File: src/rtl/rv32i_pkg.sv
// Shared RV32I integer-core definitions: register-file geometry and the
// writeback request record used by both register-file write sources.
package rv32i_pkg;

    localparam int REGIDX_WIDTH = 5;
    localparam int NUM_REGS     = 32;
    localparam int XLEN         = 32;
    localparam int PCNT_WIDTH   = 6;

    typedef struct packed {
        logic                    valid;
        logic [REGIDX_WIDTH-1:0] rd;
        logic [XLEN-1:0]         data;
    } wb_req_t;

endpackage

File: src/rtl/rf_wb_scheduler_if.sv
// Bundle of every signal between the write-port scheduler and its neighbours
// (WB stage, LL unit, decode, register file write port).
interface rf_wb_scheduler_if;
    import rv32i_pkg::*;

    logic                    i_wb_valid;
    logic [REGIDX_WIDTH-1:0] i_wb_rd;
    logic [XLEN-1:0]         i_wb_data;
    logic                    o_wb_stall;

    logic                    i_ll_issue;
    logic [REGIDX_WIDTH-1:0] i_ll_issue_rd;
    logic                    i_ll_valid;
    logic [REGIDX_WIDTH-1:0] i_ll_rd;
    logic [XLEN-1:0]         i_ll_data;
    logic                    o_ll_ready;

    logic [REGIDX_WIDTH-1:0] i_id_rs1;
    logic [REGIDX_WIDTH-1:0] i_id_rs2;
    logic [REGIDX_WIDTH-1:0] i_id_rd;
    logic                    i_id_use_rs1;
    logic                    i_id_use_rs2;
    logic                    i_id_use_rd;
    logic                    o_id_stall;

    logic                    o_rd_wen;
    logic [REGIDX_WIDTH-1:0] o_rd_addr;
    logic [XLEN-1:0]         o_rd_data;
    logic [PCNT_WIDTH-1:0]   o_pending_cnt;

    modport slave (
        input  i_wb_valid, i_wb_rd, i_wb_data,
        output o_wb_stall,
        input  i_ll_issue, i_ll_issue_rd,
        input  i_ll_valid, i_ll_rd, i_ll_data,
        output o_ll_ready,
        input  i_id_rs1, i_id_rs2, i_id_rd,
        input  i_id_use_rs1, i_id_use_rs2, i_id_use_rd,
        output o_id_stall,
        output o_rd_wen, o_rd_addr, o_rd_data,
        output o_pending_cnt
    );

    modport master (
        output i_wb_valid, i_wb_rd, i_wb_data,
        input  o_wb_stall,
        output i_ll_issue, i_ll_issue_rd,
        output i_ll_valid, i_ll_rd, i_ll_data,
        input  o_ll_ready,
        output i_id_rs1, i_id_rs2, i_id_rd,
        output i_id_use_rs1, i_id_use_rs2, i_id_use_rd,
        input  o_id_stall,
        input  o_rd_wen, o_rd_addr, o_rd_data,
        input  o_pending_cnt
    );

endinterface

File: src/rtl/rf_scoreboard.sv
// Pending-write scoreboard for registers awaiting a long-latency result:
// one bit per register, an incremental population count and the decode hazard lookup.
module rf_scoreboard
    import rv32i_pkg::*;
(
    input  logic                    i_clk,
    input  logic                    i_rst_n,
    input  logic                    i_set_en,
    input  logic [REGIDX_WIDTH-1:0] i_set_idx,
    input  logic                    i_clr_en,
    input  logic [REGIDX_WIDTH-1:0] i_clr_idx,
    input  logic [REGIDX_WIDTH-1:0] i_rs1,
    input  logic [REGIDX_WIDTH-1:0] i_rs2,
    input  logic [REGIDX_WIDTH-1:0] i_rd,
    input  logic                    i_use_rs1,
    input  logic                    i_use_rs2,
    input  logic                    i_use_rd,
    output logic                    o_hazard,
    output logic [PCNT_WIDTH-1:0]   o_pending_cnt
);

    logic [NUM_REGS-1:0]   r_pending;
    logic [NUM_REGS-1:0]   w_set_vec;
    logic [NUM_REGS-1:0]   w_clr_vec;
    logic [NUM_REGS-1:0]   w_hazard_vec;
    logic [NUM_REGS-1:0]   w_pending_next;
    logic [PCNT_WIDTH-1:0] r_pending_cnt;
    logic                  w_inc;
    logic                  w_dec;

    // Bit 0 never decodes, so x0 can never become pending.
    genvar gi;
    generate
        for (gi = 0; gi < NUM_REGS; gi++) begin : g_decode
            if (gi == 0) begin : g_x0
                assign w_set_vec[gi] = 1'b0;
                assign w_clr_vec[gi] = 1'b0;
            end else begin : g_reg
                assign w_set_vec[gi] = i_set_en & (i_set_idx == REGIDX_WIDTH'(gi));
                assign w_clr_vec[gi] = i_clr_en & (i_clr_idx == REGIDX_WIDTH'(gi));
            end
        end
    endgenerate

    // A set on the same index as a clear wins, keeping the bit pending.
    assign w_pending_next = (r_pending | w_set_vec) & ~(w_clr_vec & ~w_set_vec);
    assign w_inc = |(w_set_vec & ~r_pending);
    assign w_dec = |(w_clr_vec & ~w_set_vec & r_pending);

    always_ff @(posedge i_clk) begin
        if (!i_rst_n) begin
            r_pending     <= '0;
            r_pending_cnt <= '0;
        end else begin
            r_pending     <= w_pending_next;
            r_pending_cnt <= r_pending_cnt + PCNT_WIDTH'(w_inc) - PCNT_WIDTH'(w_dec);
        end
    end

    // A completion landing this cycle is bypassed by the register file.
    assign w_hazard_vec = r_pending & ~w_clr_vec;

    assign o_hazard = (i_use_rs1 & w_hazard_vec[i_rs1])
                    | (i_use_rs2 & w_hazard_vec[i_rs2])
                    | (i_use_rd  & w_hazard_vec[i_rd]);

    assign o_pending_cnt = r_pending_cnt;

endmodule

File: src/rtl/rf_wb_scheduler.sv
// Shares the register file write port between in-order writeback and long-latency
// completions, with a bounded-starvation rule for LL, and raises decode hazard stalls.
module rf_wb_scheduler
    import rv32i_pkg::*;
#(
    parameter int LL_STARVE_MAX = 4
) (
    input  logic               i_clk,
    input  logic               i_rst_n,
    rf_wb_scheduler_if.slave   bus
);

    wb_req_t                 w_wb_req;
    wb_req_t                 w_ll_req;
    wb_req_t                 w_sel_req;
    logic [3:0]              r_starve_cnt;
    logic                    w_force_ll;
    logic                    w_ll_grant;
    logic                    w_wb_grant;
    logic                    w_sb_hazard;
    logic [PCNT_WIDTH-1:0]   w_sb_pending_cnt;

    assign w_wb_req = '{valid: bus.i_wb_valid, rd: bus.i_wb_rd, data: bus.i_wb_data};
    assign w_ll_req = '{valid: bus.i_ll_valid, rd: bus.i_ll_rd, data: bus.i_ll_data};

    // WB normally wins; LL takes the port once it has been refused LL_STARVE_MAX times.
    assign w_force_ll = w_ll_req.valid & (r_starve_cnt >= 4'(LL_STARVE_MAX));
    assign w_ll_grant = i_rst_n & w_ll_req.valid & (w_force_ll | ~w_wb_req.valid);
    assign w_wb_grant = i_rst_n & w_wb_req.valid & ~w_ll_grant;

    assign w_sel_req = w_ll_grant ? w_ll_req : w_wb_req;

    assign bus.o_ll_ready = w_ll_grant;
    assign bus.o_wb_stall = i_rst_n & w_wb_req.valid & w_ll_grant;
    assign bus.o_rd_wen   = (w_ll_grant | w_wb_grant) & w_sel_req.valid
                          & (w_sel_req.rd != '0);
    assign bus.o_rd_addr  = w_sel_req.rd;
    assign bus.o_rd_data  = w_sel_req.data;

    always_ff @(posedge i_clk) begin
        if (!i_rst_n) begin
            r_starve_cnt <= '0;
        end else if (w_ll_req.valid && !w_ll_grant) begin
            if (r_starve_cnt != 4'hF) begin
                r_starve_cnt <= r_starve_cnt + 4'd1;
            end
        end else begin
            r_starve_cnt <= '0;
        end
    end

    rf_scoreboard u_scoreboard (
        .i_clk         (i_clk),
        .i_rst_n       (i_rst_n),
        .i_set_en      (bus.i_ll_issue),
        .i_set_idx     (bus.i_ll_issue_rd),
        .i_clr_en      (w_ll_grant),
        .i_clr_idx     (w_ll_req.rd),
        .i_rs1         (bus.i_id_rs1),
        .i_rs2         (bus.i_id_rs2),
        .i_rd          (bus.i_id_rd),
        .i_use_rs1     (bus.i_id_use_rs1),
        .i_use_rs2     (bus.i_id_use_rs2),
        .i_use_rd      (bus.i_id_use_rd),
        .o_hazard      (w_sb_hazard),
        .o_pending_cnt (w_sb_pending_cnt)
    );

    assign bus.o_id_stall    = i_rst_n & w_sb_hazard;
    assign bus.o_pending_cnt = i_rst_n ? w_sb_pending_cnt : '0;

endmodule

File: src/flat_wrapper.sv
// flat-port wrapper written by rule: the top's interface ports become plain ports
module rf_wb_scheduler_flat import rv32i_pkg::*;
#(
    parameter int LL_STARVE_MAX = 4
)
  (i_clk, i_rst_n, bus_i_wb_valid, bus_i_wb_rd, bus_i_wb_data, bus_o_wb_stall, bus_i_ll_issue, bus_i_ll_issue_rd, bus_i_ll_valid, bus_i_ll_rd, bus_i_ll_data, bus_o_ll_ready, bus_i_id_rs1, bus_i_id_rs2, bus_i_id_rd, bus_i_id_use_rs1, bus_i_id_use_rs2, bus_i_id_use_rd, bus_o_id_stall, bus_o_rd_wen, bus_o_rd_addr, bus_o_rd_data, bus_o_pending_cnt);
  rf_wb_scheduler_if bus_i ();
  input  logic i_clk;
  input  logic i_rst_n;
  input wire logic [$bits(bus_i.i_wb_valid)-1:0] bus_i_wb_valid;
  input wire logic [$bits(bus_i.i_wb_rd)-1:0] bus_i_wb_rd;
  input wire logic [$bits(bus_i.i_wb_data)-1:0] bus_i_wb_data;
  output wire logic [$bits(bus_i.o_wb_stall)-1:0] bus_o_wb_stall;
  input wire logic [$bits(bus_i.i_ll_issue)-1:0] bus_i_ll_issue;
  input wire logic [$bits(bus_i.i_ll_issue_rd)-1:0] bus_i_ll_issue_rd;
  input wire logic [$bits(bus_i.i_ll_valid)-1:0] bus_i_ll_valid;
  input wire logic [$bits(bus_i.i_ll_rd)-1:0] bus_i_ll_rd;
  input wire logic [$bits(bus_i.i_ll_data)-1:0] bus_i_ll_data;
  output wire logic [$bits(bus_i.o_ll_ready)-1:0] bus_o_ll_ready;
  input wire logic [$bits(bus_i.i_id_rs1)-1:0] bus_i_id_rs1;
  input wire logic [$bits(bus_i.i_id_rs2)-1:0] bus_i_id_rs2;
  input wire logic [$bits(bus_i.i_id_rd)-1:0] bus_i_id_rd;
  input wire logic [$bits(bus_i.i_id_use_rs1)-1:0] bus_i_id_use_rs1;
  input wire logic [$bits(bus_i.i_id_use_rs2)-1:0] bus_i_id_use_rs2;
  input wire logic [$bits(bus_i.i_id_use_rd)-1:0] bus_i_id_use_rd;
  output wire logic [$bits(bus_i.o_id_stall)-1:0] bus_o_id_stall;
  output wire logic [$bits(bus_i.o_rd_wen)-1:0] bus_o_rd_wen;
  output wire logic [$bits(bus_i.o_rd_addr)-1:0] bus_o_rd_addr;
  output wire logic [$bits(bus_i.o_rd_data)-1:0] bus_o_rd_data;
  output wire logic [$bits(bus_i.o_pending_cnt)-1:0] bus_o_pending_cnt;
  assign bus_i.i_wb_valid = bus_i_wb_valid;
  assign bus_i.i_wb_rd = bus_i_wb_rd;
  assign bus_i.i_wb_data = bus_i_wb_data;
  assign bus_o_wb_stall = bus_i.o_wb_stall;
  assign bus_i.i_ll_issue = bus_i_ll_issue;
  assign bus_i.i_ll_issue_rd = bus_i_ll_issue_rd;
  assign bus_i.i_ll_valid = bus_i_ll_valid;
  assign bus_i.i_ll_rd = bus_i_ll_rd;
  assign bus_i.i_ll_data = bus_i_ll_data;
  assign bus_o_ll_ready = bus_i.o_ll_ready;
  assign bus_i.i_id_rs1 = bus_i_id_rs1;
  assign bus_i.i_id_rs2 = bus_i_id_rs2;
  assign bus_i.i_id_rd = bus_i_id_rd;
  assign bus_i.i_id_use_rs1 = bus_i_id_use_rs1;
  assign bus_i.i_id_use_rs2 = bus_i_id_use_rs2;
  assign bus_i.i_id_use_rd = bus_i_id_use_rd;
  assign bus_o_id_stall = bus_i.o_id_stall;
  assign bus_o_rd_wen = bus_i.o_rd_wen;
  assign bus_o_rd_addr = bus_i.o_rd_addr;
  assign bus_o_rd_data = bus_i.o_rd_data;
  assign bus_o_pending_cnt = bus_i.o_pending_cnt;
  rf_wb_scheduler #(.LL_STARVE_MAX(LL_STARVE_MAX)) u_core (.i_clk(i_clk), .i_rst_n(i_rst_n), .bus(bus_i));
endmodule
File: config.mk
export PLATFORM = sky130hd
export DESIGN_NAME = rf_wb_scheduler_flat
export DESIGN_NICKNAME = d
export VERILOG_FILES = /design/src/rtl/rv32i_pkg.sv /design/src/rtl/rf_wb_scheduler_if.sv /design/src/rtl/rf_scoreboard.sv /design/src/rtl/rf_wb_scheduler.sv /design/src/flat_wrapper.sv
export SDC_FILE = /design/constraint.sdc
export NUM_CORES = 1
export LEC_CHECK = 0
export ABC_AREA = 0
export CAP_MARGIN = 20
export CORE_MARGIN = 2
export CORE_UTILIZATION = 47
export DETAILED_ROUTE_END_ITERATION = 8
export PLACE_DENSITY = 0.92
export SLEW_MARGIN = 20
export SYNTH_ARGS = -nofsm -noshare
export SYNTH_HDL_FRONTEND = slang
export SYNTH_SLANG_ARGS = --single-unit
File: constraint.sdc
create_clock -name i_clk -period 5.2 [get_ports i_clk]
set_clock_uncertainty 0.05 [all_clocks]
set_input_delay 1.04 -clock i_clk [delete_from_list [all_inputs] [get_ports i_clk]]
set_output_delay 1.04 -clock i_clk [all_outputs]
set_load 0.05 [all_outputs]
==> results of run 1 <==
==> through the flow <==
step	setup WS [ps]	power, mW	util [%]
floorplan	797.9	0.7321	-
detailed placement	285.7	0.9479	67.25
global placement	285.8	0.9364	67.25
global route	99.89	1.327	68.75
CTS	287.8	1.268	68.75
finish	240.9	1.281	68.75
==> cell usage after synthesis (all sizes together), types with 6 or more instances <==
master | number | area (um2)
buf | 17 | 112.6
and2 | 14 | 87.58
dfxtp | 41 | 820.8
o22ai | 19 | 118.9
nand4 | 12 | 75.07
a21boi | 31 | 232.7
nand3 | 22 | 115.1
nand2b | 9 | 56.30
ha | 7 | 87.58
o21ai | 17 | 85.08
inv | 13 | 48.80
nor2b | 10 | 62.56
a21oi | 19 | 95.09
clkbuf | 30 | 112.6
mux2i | 14 | 140.1
o221ai | 6 | 52.55
mux2 | 36 | 405.4
o41ai | 26 | 359.1
nor4 | 8 | 50.05
nand2 | 65 | 246.5
nor3b | 9 | 72.57
nor3 | 22 | 110.1
nor2 | 32 | 120.1
==> area by class of cell <==
type	instances	area (um2)
Inverter	13	48.80
Sequential cell	41	820.8
Timing Repair Buffer	198	1817
Multi-Input combinational cell	461	3329
Clock buffer	5	68.82
Fill cell	760	2860
Clock inverter	3	68.82
Tap cell	111	138.9
==> state kept, by name, summed over array words and instances (netlist names) <==
signal                             count
u_core.u_scoreboard.r_pending         31
u_core.u_scoreboard.o_pending_cnt      6
u_core.r_starve_cnt                    4
==> critical path: cells and delay by family <==
| kind | cells | cell delay (ps) |
|---|---|---|
| muxes | 1 | 70 |
| buffers and inverters | 3 | 1040 |
| AOI/OAI and AO/OA | 2 | 990 |
| and+or+nand+nor | 4 | 720 |
==> metal layers <==
layer	up-vias	part of all wire (%)	global-route usage (%)
li1	2475	-	-
met1	2551	37	48.87
met2	423	44	62.31
met3	97	13	9.639
met4	0	6.0	18.55
met5	-	0	0
==> power by group <==
group | internal (mW) | leakage (nW) | switching, mW
clock network | 0.194 | 0.0687 | 0.138
logic | 0.262 | 1.81 | 0.333
registers | 0.334 | 0.333 | 0.0206
total | 0.790 | 2.21 | 0.491
==> cells by family (layout without fill, tap and decap cells) <==
kind of cell               Yosys count  in the layout  share of synthesized area, %
adders and majority gates            8              8                         2.440
DFF                                 41             41                         18.61
other                                1              1                       0.08502
xor gates and xnor gates             6              6                         1.191
AOI/OAI and AO/OA                  160            160                         29.14
and+or+nand+nor                    234            234                         28.94
muxes                               52             52                         13.39
buffers and inverters               60            219                         6.213
==> worst max path at each step <==
stage	to	cells after the start	from
global placement	bus_o_id_stall	10	bus_i_ll_rd[4]
global route	bus_o_id_stall	10	bus_i_ll_rd[3]
CTS	bus_o_id_stall	10	bus_i_ll_rd[3]
detailed placement	bus_o_id_stall	10	bus_i_ll_rd[3]
floorplan	bus_o_rd_wen	9	bus_i_wb_valid
finish	bus_o_id_stall	10	bus_i_ll_rd[3]
==> flow_summary.toml, run 1 <==
[placement]
hpwl_um = 16040
routabilityCongestion = 1.167
port_buffers = 148
placedInstanceArea_um2 = 6155
place_inst = 824

[floorplan]
initial_utilization_pct = 48.19
rows = 35
die_y_um = 100.9
io_pins = 149
die_x_um = 100.9
die-area_um2 = 10170
core_um2 = 9153

[final_layout]
final_cells = 832
mostFrequentLayoutCells = "clkdlybuf4s50_1 (107), buf_4 (86), nand2_1 (64)"
syn_to_final_growth_pct = 42.67
fin_nets = 830
final_area_um2 = 6292
n_antenna_cell = 0
layout_commonest_cell = "clkdlybuf4s50_1"
drive_gt1_share_pct = 22.47

[cts]
hold_buffers = 0
cts_tree = "done"
cts_buffer_depth = 2
cts_resized = 0
root_buffer = "clkbuf_8"
numCtsBuffers = 5
cts.sinks = 41
htree_levels = 2
clk-insertion-delay-late_ps = 310
postCtsSetupRepairBufs = 0
path_clk_slew_ps = 100

[worst_setup_path]
startpoint_type = "primary input"
slowest_delay_ps = 710
crit_chain = "clkdlybuf4s50_1 > nand2b_1 > o41ai_1 > buf_4 > mux2i_1 > a311oi_1 > nand2_1 > nand4_1 > nand4_1 > buf_4"
r2r-end = "u_core.u_scoreboard.o_pending_cnt[4]$_SDFF_PN0_"
crit_fanout = 8
arrival_ps = 3870
end_kind = "output port"
rr_startpoint = "u_core.r_starve_cnt[3]$_SDFFE_PN0P_"
regToRegSetupSlack_ps = 1820
slowest_stage = "o41ai_1"
required_ps = 4110
crit_type = "in -> out"
rr_worst_depth = 16

[min_path]
holdPathEnd = "u_core.r_starve_cnt[0]$_SDFFE_PN0P_"
hold_class = "reg -> reg"
hold_start = "u_core.r_starve_cnt[0]$_SDFFE_PN0P_"
hold_depth = 1

[timing]
drv_slew = 0
clock.fmax_mhz = 201.6
fin_crit_sh_pct = 95.37
relSlewSlack_pct = 45.71
fin_hold_ws_ps = 386.3
finalSetupTns_ps = 0
hold_viol_final = 0
setup_viol = 0
finalCriticalPeriod_ps = 4959
worst_pin_slew_ps = 805.5
rsz0062_at_grt = "false"

[route]
vias = 5546
routed_wl_um = 20200
drcViolationCount = 0
wl_per_cell_um = 24.27
drtPass1Iterations = 5
drtIter0Drc = 517
ant_nets = 0
routed_via_density = 6.666

[grt]
grt_pass1_vias = 5282
grt_overflow = 0
track_usage_pct = 38.90
antenna_found_initial = 0
grt_start_max_net_pins = 42
grt_pass1_wl_um = 30010

[yosys]
netlist-cell-type-count = 72
synth_seq_cells = 41
yosys_warnings = 0
ys.flop_type = "dfxtp_1"
async_reset_ff_share_pct = 0
syn_inst = 562
yosysSeqAreaShare_pct = 18.61
synth_edf_count = 0
syn_nets = 672
synth.avg_cell_area_um2 = 7.848
netlist_area_um2 = 4410

[status]
status = "complete, no violations"

[power]
p_leak_nw = 2.208
vdd_ir_drop_max_uv = 165.5
power.density_nw_per_um2 = 203.5

[run]
drv_cap = 0
No activity file was read; power rests on OpenSTA's default activity.
==> run 2: changes to the inputs <==
- SETUP_SLACK_MARGIN: default -> 0.15
==> run 2 against run 1 <==
Clock power hardly changed. Core utilization grew 0.082 points. Final area up 0.12%. Global-route usage is the same. Sequential power about the same. Largest cell class unchanged.
==> flow_summary.toml, run 2 (synthesized netlist as in run 1, its figures left out) <==
[status]
status = "complete, no violations"

[final_layout]
final_cells = 832
fin_nets = 830
syn_to_final_growth_pct = 42.84
final_util_pct = 68.83
largest_reg_flops = 31
drive_gt1_share_pct = 22.61
mostFrequentLayoutCells = "clkdlybuf4s50_1 (107), buf_4 (86), nand2_1 (64)"
layout_commonest_cell = "clkdlybuf4s50_1"
n_antenna_cell = 0
largest_register = "u_core.u_scoreboard.r_pending"

[power]
power.density_nw_per_um2 = 203.2
p_leak_nw = 2.208
vdd_ir_drop_max_uv = 165.1
total_power_mw = 1.280

[grt]
track_usage_pct = 38.90
grt_pass1_vias = 5282
grt_start_max_net_pins = 42
grt_overflow = 0
grt_pass1_wl_um = 30010
antenna_found_initial = 0

[worst_setup_path]
r2r-end = "u_core.u_scoreboard.o_pending_cnt[4]$_SDFF_PN0_"
regToRegSetupSlack_ps = 1860
required_ps = 4110
end_kind = "output port"
critPathMostFrequentCell = "nand4_1"
crit_fanout = 8
crit_chain = "clkdlybuf4s50_1 > nand2b_1 > o41ai_2 > nor2_1 > or4_1 > nand4_1 > nand4_1 > buf_4"
arrival_ps = 3800
crit_path_start = "bus_i_ll_rd[3]"
rr_startpoint = "u_core.r_starve_cnt[3]$_SDFFE_PN0P_"
slowest_delay_ps = 740
cp-endpoint = "bus_o_id_stall"
rr_worst_depth = 16
slowest_stage = "o41ai_2"
crit_type = "in -> out"
startpoint_type = "primary input"

[floorplan]
die_x_um = 100.9
rows = 35
core_um2 = 9153
die-area_um2 = 10170
initial_utilization_pct = 48.19
die_y_um = 100.9
io_pins = 149

[timing]
finalCriticalPeriod_ps = 4890
rsz0062_at_grt = "false"
drv_slew = 0
hold_viol_final = 0
fin_crit_sh_pct = 94.04
worst_pin_slew_ps = 803.0
relSlewSlack_pct = 45.88
setup_viol = 0
setup_ws_ps = 309.7
clock.fmax_mhz = 204.5
finalSetupTns_ps = 0

[cts]
numCtsBuffers = 5
clk-insertion-delay-late_ps = 310
htree_levels = 2
cts_tree = "done"
path_clk_slew_ps = 100
postCtsSetupRepairBufs = 0
root_buffer = "clkbuf_8"
hold_buffers = 0
cts.sinks = 41
cts_resized = 0
cts_buffer_depth = 2

[placement]
hpwl_um = 16040
port_buffers = 148
routabilityCongestion = 1.167
place_inst = 824
dp_slack_ps = 285.7

[route]
routed_wl_um = 20160
routed_via_density = 6.683
wl_per_cell_um = 24.23
vias = 5560
drtIter0Drc = 489
drcViolationCount = 0
ant_nets = 0
drtPass1Iterations = 6

[min_path]
hold_class = "reg -> reg"

[run]
drv_cap = 0
run 2: changes by cell type in the layout (fill, tap and decap cells not counted):
cell	before	now
o41ai_1	10	9
o41ai_2	15	16
run 2: where the power goes:
part	internal [mW]	total (mW)	leakage, nW	switching [mW]
clock network	0.194	0.331	0.0687	0.137
registers	0.334	0.355	0.333	0.0205
logic	0.262	0.595	1.81	0.333
run 2: critical path: cells and delay by family:
| kind | cells | cell delay (ps) |
|---|---|---|
| AOI/OAI and AO/OA | 1 | 740 |
| buffers and inverters | 2 | 780 |
| and+or+nand+nor | 5 | 1230 |
run 2: final cells by class:
type	count	area [um2]
well taps	111	138.9
clock inverters	3	68.82
inverters	13	48.80
repair buffers	198	1817
flip-flops and latches	41	820.8
clock buffers	5	68.82
multi-input cells	461	3337
fillers	759	2853
run 2: how the worst min path moves through the flow:
stage                                        start                                  end  slack (ps)  cells after the start
5_1_grt        u_core.r_starve_cnt[0]$_SDFFE_PN0P_  u_core.r_starve_cnt[0]$_SDFFE_PN0P_         400                      1
3_5_place_dp   u_core.r_starve_cnt[0]$_SDFFE_PN0P_  u_core.r_starve_cnt[0]$_SDFFE_PN0P_         370                      1
3_3_place_gp   u_core.r_starve_cnt[0]$_SDFFE_PN0P_  u_core.r_starve_cnt[0]$_SDFFE_PN0P_         360                      1
6_report       u_core.r_starve_cnt[0]$_SDFFE_PN0P_  u_core.r_starve_cnt[0]$_SDFFE_PN0P_         390                      1
2_1_floorplan  u_core.r_starve_cnt[0]$_SDFFE_PN0P_  u_core.r_starve_cnt[0]$_SDFFE_PN0P_         350                      1
4_1_cts        u_core.r_starve_cnt[0]$_SDFFE_PN0P_  u_core.r_starve_cnt[0]$_SDFFE_PN0P_         390                      1
run 2: per-stage QoR:
| step | cell area [um2] | hold slack, ps |
|---|---|---|
| 6_report | 6300 | 386.3 |
| 5_1_grt | 6300 | 395.9 |
| 4_1_cts | 6292 | 387.8 |
| 3_5_place_dp | 6155 | 374.4 |
| 3_3_place_gp | 6155 | 364.0 |
| 2_1_floorplan | 4410 | 353.3 |
run 2: routing by layer:
layer | GRT usage, % | vias to the layer above | wire length [um]
met5 | 0 | - | 0
met4 | 18.55 | 0 | 1219
met3 | 9.639 | 88 | 2632
met2 | 62.31 | 437 | 8940
met1 | 48.87 | 2569 | 7369
li1 | - | 2466 | -
==> run 3: changes to the inputs <==
- CORE_MARGIN: 2 -> default
==> run 3 against run 2 <==
Sequential share of layout area rose by 0.068 points. Final cell count rose by 0.12%. Sequential power about the same. Via count decreased by 0.56%. Clock power down 33%. First-iteration DRC count increased by 26%. Core utilization rose by 1.7 points. Clock-buffer cell count unchanged. Largest cell class unchanged.
==> flow_summary.toml, run 3 (synthesized netlist as in run 1, its figures left out) <==
[final_layout]
n_antenna_cell = 0
fin_nets = 834
largest_reg_flops = 31
syn_to_final_growth_pct = 42.10
final_util_pct = 70.49
fillers = 726
mostFrequentLayoutCells = "clkdlybuf4s50_1 (107), buf_4 (90), nand2_1 (64)"
largest_register = "u_core.u_scoreboard.r_pending"
regArea_um2 = 820.8
multi_input_area_um2 = 3329
layout_commonest_cell = "clkdlybuf4s50_1"
drive_gt1_share_pct = 22.90
final_cells = 833
final_area_um2 = 6267

[cts]
cts.sinks = 41
cts_buffer_depth = 2
htree_levels = 2
hold_buffers = 0
cts_resized = 0
postCtsSetupRepairBufs = 0
root_buffer = "clkbuf_8"
path_clk_slew_ps = 90
cts_tree = "done"
numCtsBuffers = 5
clk-insertion-delay-late_ps = 310

[route]
drtIter0Drc = 614
drcViolationCount = 0
wl_per_cell_um = 23.11
drtPass1Iterations = 6
ant_nets = 0
routed_via_density = 6.637
vias = 5529
routed_wl_um = 19250

[min_path]
holdPathEnd = "u_core.r_starve_cnt[0]$_SDFFE_PN0P_"
hold_depth = 1
hold_class = "reg -> reg"
hold_start = "u_core.r_starve_cnt[0]$_SDFFE_PN0P_"

[worst_setup_path]
startpoint_type = "primary input"
r2r-end = "u_core.u_scoreboard.o_pending_cnt[4]$_SDFF_PN0_"
end_kind = "output port"
crit_type = "in -> out"
slowest_stage = "clkdlybuf4s50_1"
crit_chain = "clkdlybuf4s50_1 > nand2b_1 > o41ai_2 > o22ai_1 > a2111oi_1 > a21oi_1 > nand4_1 > nand4_1 > buf_4"
rr_startpoint = "u_core.r_starve_cnt[3]$_SDFFE_PN0P_"
rr_worst_depth = 16
arrival_ps = 3820
required_ps = 4110
critPathMostFrequentCell = "nand4_1"
regToRegSetupSlack_ps = 1650
slowest_delay_ps = 640
crit_fanout = 13

[timing]
rsz0062_at_grt = "false"
setup_viol = 0
drv_slew = 0
relSlewSlack_pct = 43.32
finalSetupTns_ps = 0
clock.fmax_mhz = 203.8
fin_crit_sh_pct = 94.38
finalCriticalPeriod_ps = 4908
hold_viol_final = 0
worst_pin_slew_ps = 838.5

[power]
vdd_ir_drop_max_uv = 268.2
p_leak_nw = 2.202
power.density_nw_per_um2 = 187.5

[status]
status = "complete, no violations"

[floorplan]
initial_utilization_pct = 49.61
core_um2 = 8891
die_x_um = 98.87
io_pins = 149
rows = 34
die-area_um2 = 9775
die_y_um = 98.87

[grt]
use_met3_pct = 7.872
grt_pass1_wl_um = 28610
track_usage_pct = 38.16
busiest_layer = "met2"
grt_overflow = 0
grt_start_max_net_pins = 51
antenna_found_initial = 0
grt_pass1_vias = 5171
grt_use_met1_pct = 46.45
grtUsageMet2_pct = 63.96

[placement]
place_inst = 825
placedInstanceArea_um2 = 6181
hpwl_um = 15080
routabilityCongestion = 1.090
port_buffers = 148

[run]
drv_cap = 0
-- run 3: cell types whose count changed in the layout (fill, tap and decap cells not counted) --
cell and change:
inv_6 -1, clkinvlp_4 +1, buf_4 +4, o41ai_1 +1, clkinv_2 +2, o41ai_2 -1
bufinv_16 -2
-- run 3: report_power, final --
| group | internal, mW | switching (mW) | leakage [nW] | total [mW] |
|---|---|---|---|---|
| Sequential | 0.334 | 0.0196 | 0.333 | 0.354 |
| Clock | 0.0930 | 0.130 | 0.0439 | 0.223 |
| Combinational | 0.263 | 0.336 | 1.83 | 0.599 |
| Total | 0.690 | 0.485 | 2.20 | 1.18 |
-- run 3: worst max-delay path by stage --
stage                         start                                              end  slack [ps]  depth (start not counted)
4_1_cts              bus_i_ll_rd[1]                                   bus_o_id_stall         360                          9
5_1_grt              bus_i_ll_rd[1]                                   bus_o_id_stall         160                          9
2_1_floorplan        bus_i_wb_valid                                     bus_o_rd_wen         800                          9
3_3_place_gp   bus_i_ll_issue_rd[4]  u_core.u_scoreboard.o_pending_cnt[4]$_SDFF_PN0_         390                         17
6_report             bus_i_ll_rd[1]                                   bus_o_id_stall         290                          9
3_5_place_dp   bus_i_ll_issue_rd[0]  u_core.u_scoreboard.o_pending_cnt[4]$_SDFF_PN0_         220                         17
-- run 3: cell type report --
class                      instances  share of cell area (%)
tap                              108                   2.156
inverter                          13                  0.7786
sequential                        41                   13.10
clock buffer                       5                   1.098
timing repair buffer             202                   29.47
clock inverter                     3                  0.2795
multi-input combinational        461                   53.12
-- run 3: worst max-delay path: cells and delay by family --
family	cells	cell delay (ps)
AOI/OAI and AO/OA	4	1210
buffers and inverters	2	840
and+or+nand+nor	3	730
-- run 3: routing by layer --
metal | routed length (um) | share of wire (%) | up-vias
li1 | - | - | 2481
met1 | 7079 | 37 | 2523
met2 | 8826 | 46 | 435
met3 | 2373 | 12 | 90
met4 | 974 | 5.1 | 0
met5 | 0 | 0 | -
-- run 3: through the flow --
stage	worst slack, ps	hold WS [ps]	total power [mW]
floorplan	797.9	353.3	0.7321
global route	160.4	405.8	1.226
global placement	388.6	363.1	0.9387
CTS	364.1	388.2	1.169
finish	292.0	387.1	1.175
detailed placement	219.3	373.2	0.9506
==> RTL change (config.mk and constraints of run 3) <==
Change the package constant `REGIDX_WIDTH` from 5 to 6.
--- a/src/rtl/rv32i_pkg.sv
+++ b/src/rtl/rv32i_pkg.sv
@@ -4,3 +4,3 @@
 
-    localparam int REGIDX_WIDTH = 5;
+    localparam int REGIDX_WIDTH = 6;
     localparam int NUM_REGS     = 32;
Ports: changed (7 resized); port bits go from 149 to 156. No check against the original RTL was run, so the function may have changed too.
==> RTL change against run 3 <==
  * Routed wire length grew 0.84%
  * Final area increased by 5.4%
  * Global-route usage is 0.35 points higher
  * Area after synthesis about the same
  * Sequential cell count did not move
  * Largest power group unchanged
  * Power up 3.5%
  * Setup slack worse by 0.022 ns
  * Non-clock buffer count is 25 higher
==> RTL change: results (changes against run 3) <==
[run_status]
status = complete, no violations

[power_and_ir_drop]
p_sw_share_pct = 37.9  ; -3.4 points
leakagePower_nw = 2.47  ; +12%
vdd.ir_drop.worst_mv = 0.253  ; -5.8%

[placed_design]
post_dp_cell_area_sq_mm = 0.00637  ; +3.1%
place_congestion = 0.993  ; -8.9%
place_ws_ns = -0.0560  ; -0.275 ns
port_buffers = 152  ; +2.7%
place_hpwl_um = 15300  ; +1.1%

[global_routing]
grt_start_max_net_pins = 43  ; -16%
grt_use_met3_pct = 8.72  ; +0.85 points
grtUsageMet2_pct = 64.2  ; +0.22 points
antenna_found_initial = 1  ; +1
grt_pass1_wl_um = 29200  ; +2.1%
grtUsageTotal_pct = 38.5  ; +0.35 points
met1_usage_pct = 45.4  ; -1.1 points
grt_pass1_vias = 5559  ; +7.5%

[yosys]
synth_flop_cell = dfxtp_1
ys_seq_area_share_pct = 18.6  ; about the same
yosys-top-cells-count = nand2_1 (56), mux2_2 (42), dfxtp_1 (41)
ys_warn_count = 0  ; unchanged
async_flop_share_pct = 0  ; unchanged
netlist_top_cells_area = dfxtp_1 (19%), mux2_2 (11%), nand2_1 (4.8%), o41ai_1 (4.4%), a21boi_0 (4.3%)
synthesis.nets = 695  ; +3.4%

[worst_setup_path]
arrival_ns = 3.84  ; +0.02 ns
cp_slowest_cell = or4b_2
cp-startpoint = bus_i_wb_valid
critPathMaxFanout = 14  ; +1
slowest_delay_ns = 0.62  ; -0.02 ns
rrSetupSlack_ns = 1.36  ; -0.29 ns
worstReg2RegEnd = u_core.u_scoreboard.o_pending_cnt[4]

[cts]
clockBufferDepth = 2  ; unchanged
root_buffer = clkbuf_8
post_cts_buffers = 0  ; unchanged
htreeDepth = 2  ; unchanged
numCtsBuffers = 5  ; unchanged

[timing]
tightest_slew_ns = 0.733  ; -0.105 ns
max_freq_ghz = 0.203  ; -0.44%

[layout]
layout-drive-gt1-share_pct = 25.0  ; +2.1 points
num-fill-cells = 696  ; -4.1%
final_net_count = 880  ; +5.5%

[drt]
dr.pass1.iters = 5  ; -1
drt-initial-drc-count = 508  ; -17%
drt-vias-per-instance = 6.57  ; -1.0%
wire_per_inst_um = 22.2  ; -3.9%

## RTL change: changes by cell type in the layout (fill, tap and decap cells not counted), sizes merged, moves of 5 or more
cell,change
and2,+6
a311oi,-5
nor2,+8
buf,+22
nand4,-7
nand2,-9
a21boi,-6
nor2b,+7
nor3,-11
a22oi,+5
and3,+6
nand2b,+7
mux2,+9
## RTL change: layout make-up
class	instances	area [sq um]	area share [%]
Multi-Input combinational cell	477	3440	52.1
Timing Repair Buffer	227	2040	30.8
Sequential cell	41	821	12.4
Clock buffer	6	82.6	1.25
Inverter	12	45.0	0.682
Antenna cell	1	2.50	0.0379
Tap cell	108	135	2.05
Clock inverter	2	37.5	0.568
## RTL change: logic make-up after synthesis
family | after synthesis | share of synthesized area (%)
AOI/OAI and AO/OA | 167 | 27.8
xor gates and xnor gates | 8 | 1.59
adders and majority gates | 8 | 2.44
buffers and inverters | 61 | 5.82
DFF | 41 | 18.6
muxes | 62 | 15.6
other | 1 | 0.0851
and+or+nand+nor | 231 | 28.0
## RTL change: critical path: cells and delay by family
family,cells,cell delay (ns)
compound gates,2,0.24
buf+inv,4,1.22
simple gates,5,1.31
## RTL change: power groups by stage
| stage | logic, W | registers [W] | clock network, W |
|---|---|---|---|
| final | 0.000594 | 0.000345 | 0.000278 |
| after global routing | 0.000622 | 0.000347 | 0.000291 |
| after CTS | 0.000583 | 0.000345 | 0.000278 |
| after detailed placement | 0.000579 | 0.000352 | 0 |
| after global placement | 0.000562 | 0.000351 | 0 |
| after floorplan | 0.000352 | 0.000347 | 0 |
## RTL change: metrics by stage
stage	power [W]	hold WS, ns	instances
after CTS	0.00121	0.382	873
after global placement	0.000913	0.355	865
after detailed placement	0.000931	0.371	865
after floorplan	0.000699	0.346	579
final	0.00122	0.369	874
after global routing	0.00126	0.390	874
## RTL change: routing by layer
layer	share of wire, %	vias to the layer above
li1	-	2552
met1	36	2654
met2	47	439
met3	11	97
met4	5.5	0
met5	0	-
## RTL change: how the worst min path moves through the flow
stage                                 from                endpoint  slack [ns]  depth (start not counted)
CTS                 u_core.r_starve_cnt[0]  u_core.r_starve_cnt[0]        0.38                          1
detailed placement  u_core.r_starve_cnt[0]  u_core.r_starve_cnt[0]        0.37                          1
finish              u_core.r_starve_cnt[0]  u_core.r_starve_cnt[0]        0.37                          1
floorplan           u_core.r_starve_cnt[0]  u_core.r_starve_cnt[0]        0.35                          1
global placement    u_core.r_starve_cnt[0]  u_core.r_starve_cnt[0]        0.35                          1
global route        u_core.r_starve_cnt[0]  u_core.r_starve_cnt[0]        0.39                          1
## RTL change: timing repair
item	in CTS	in global routing
gates resized for setup	5	14
setup endpoints to repair	1	2
pin swaps	0	0
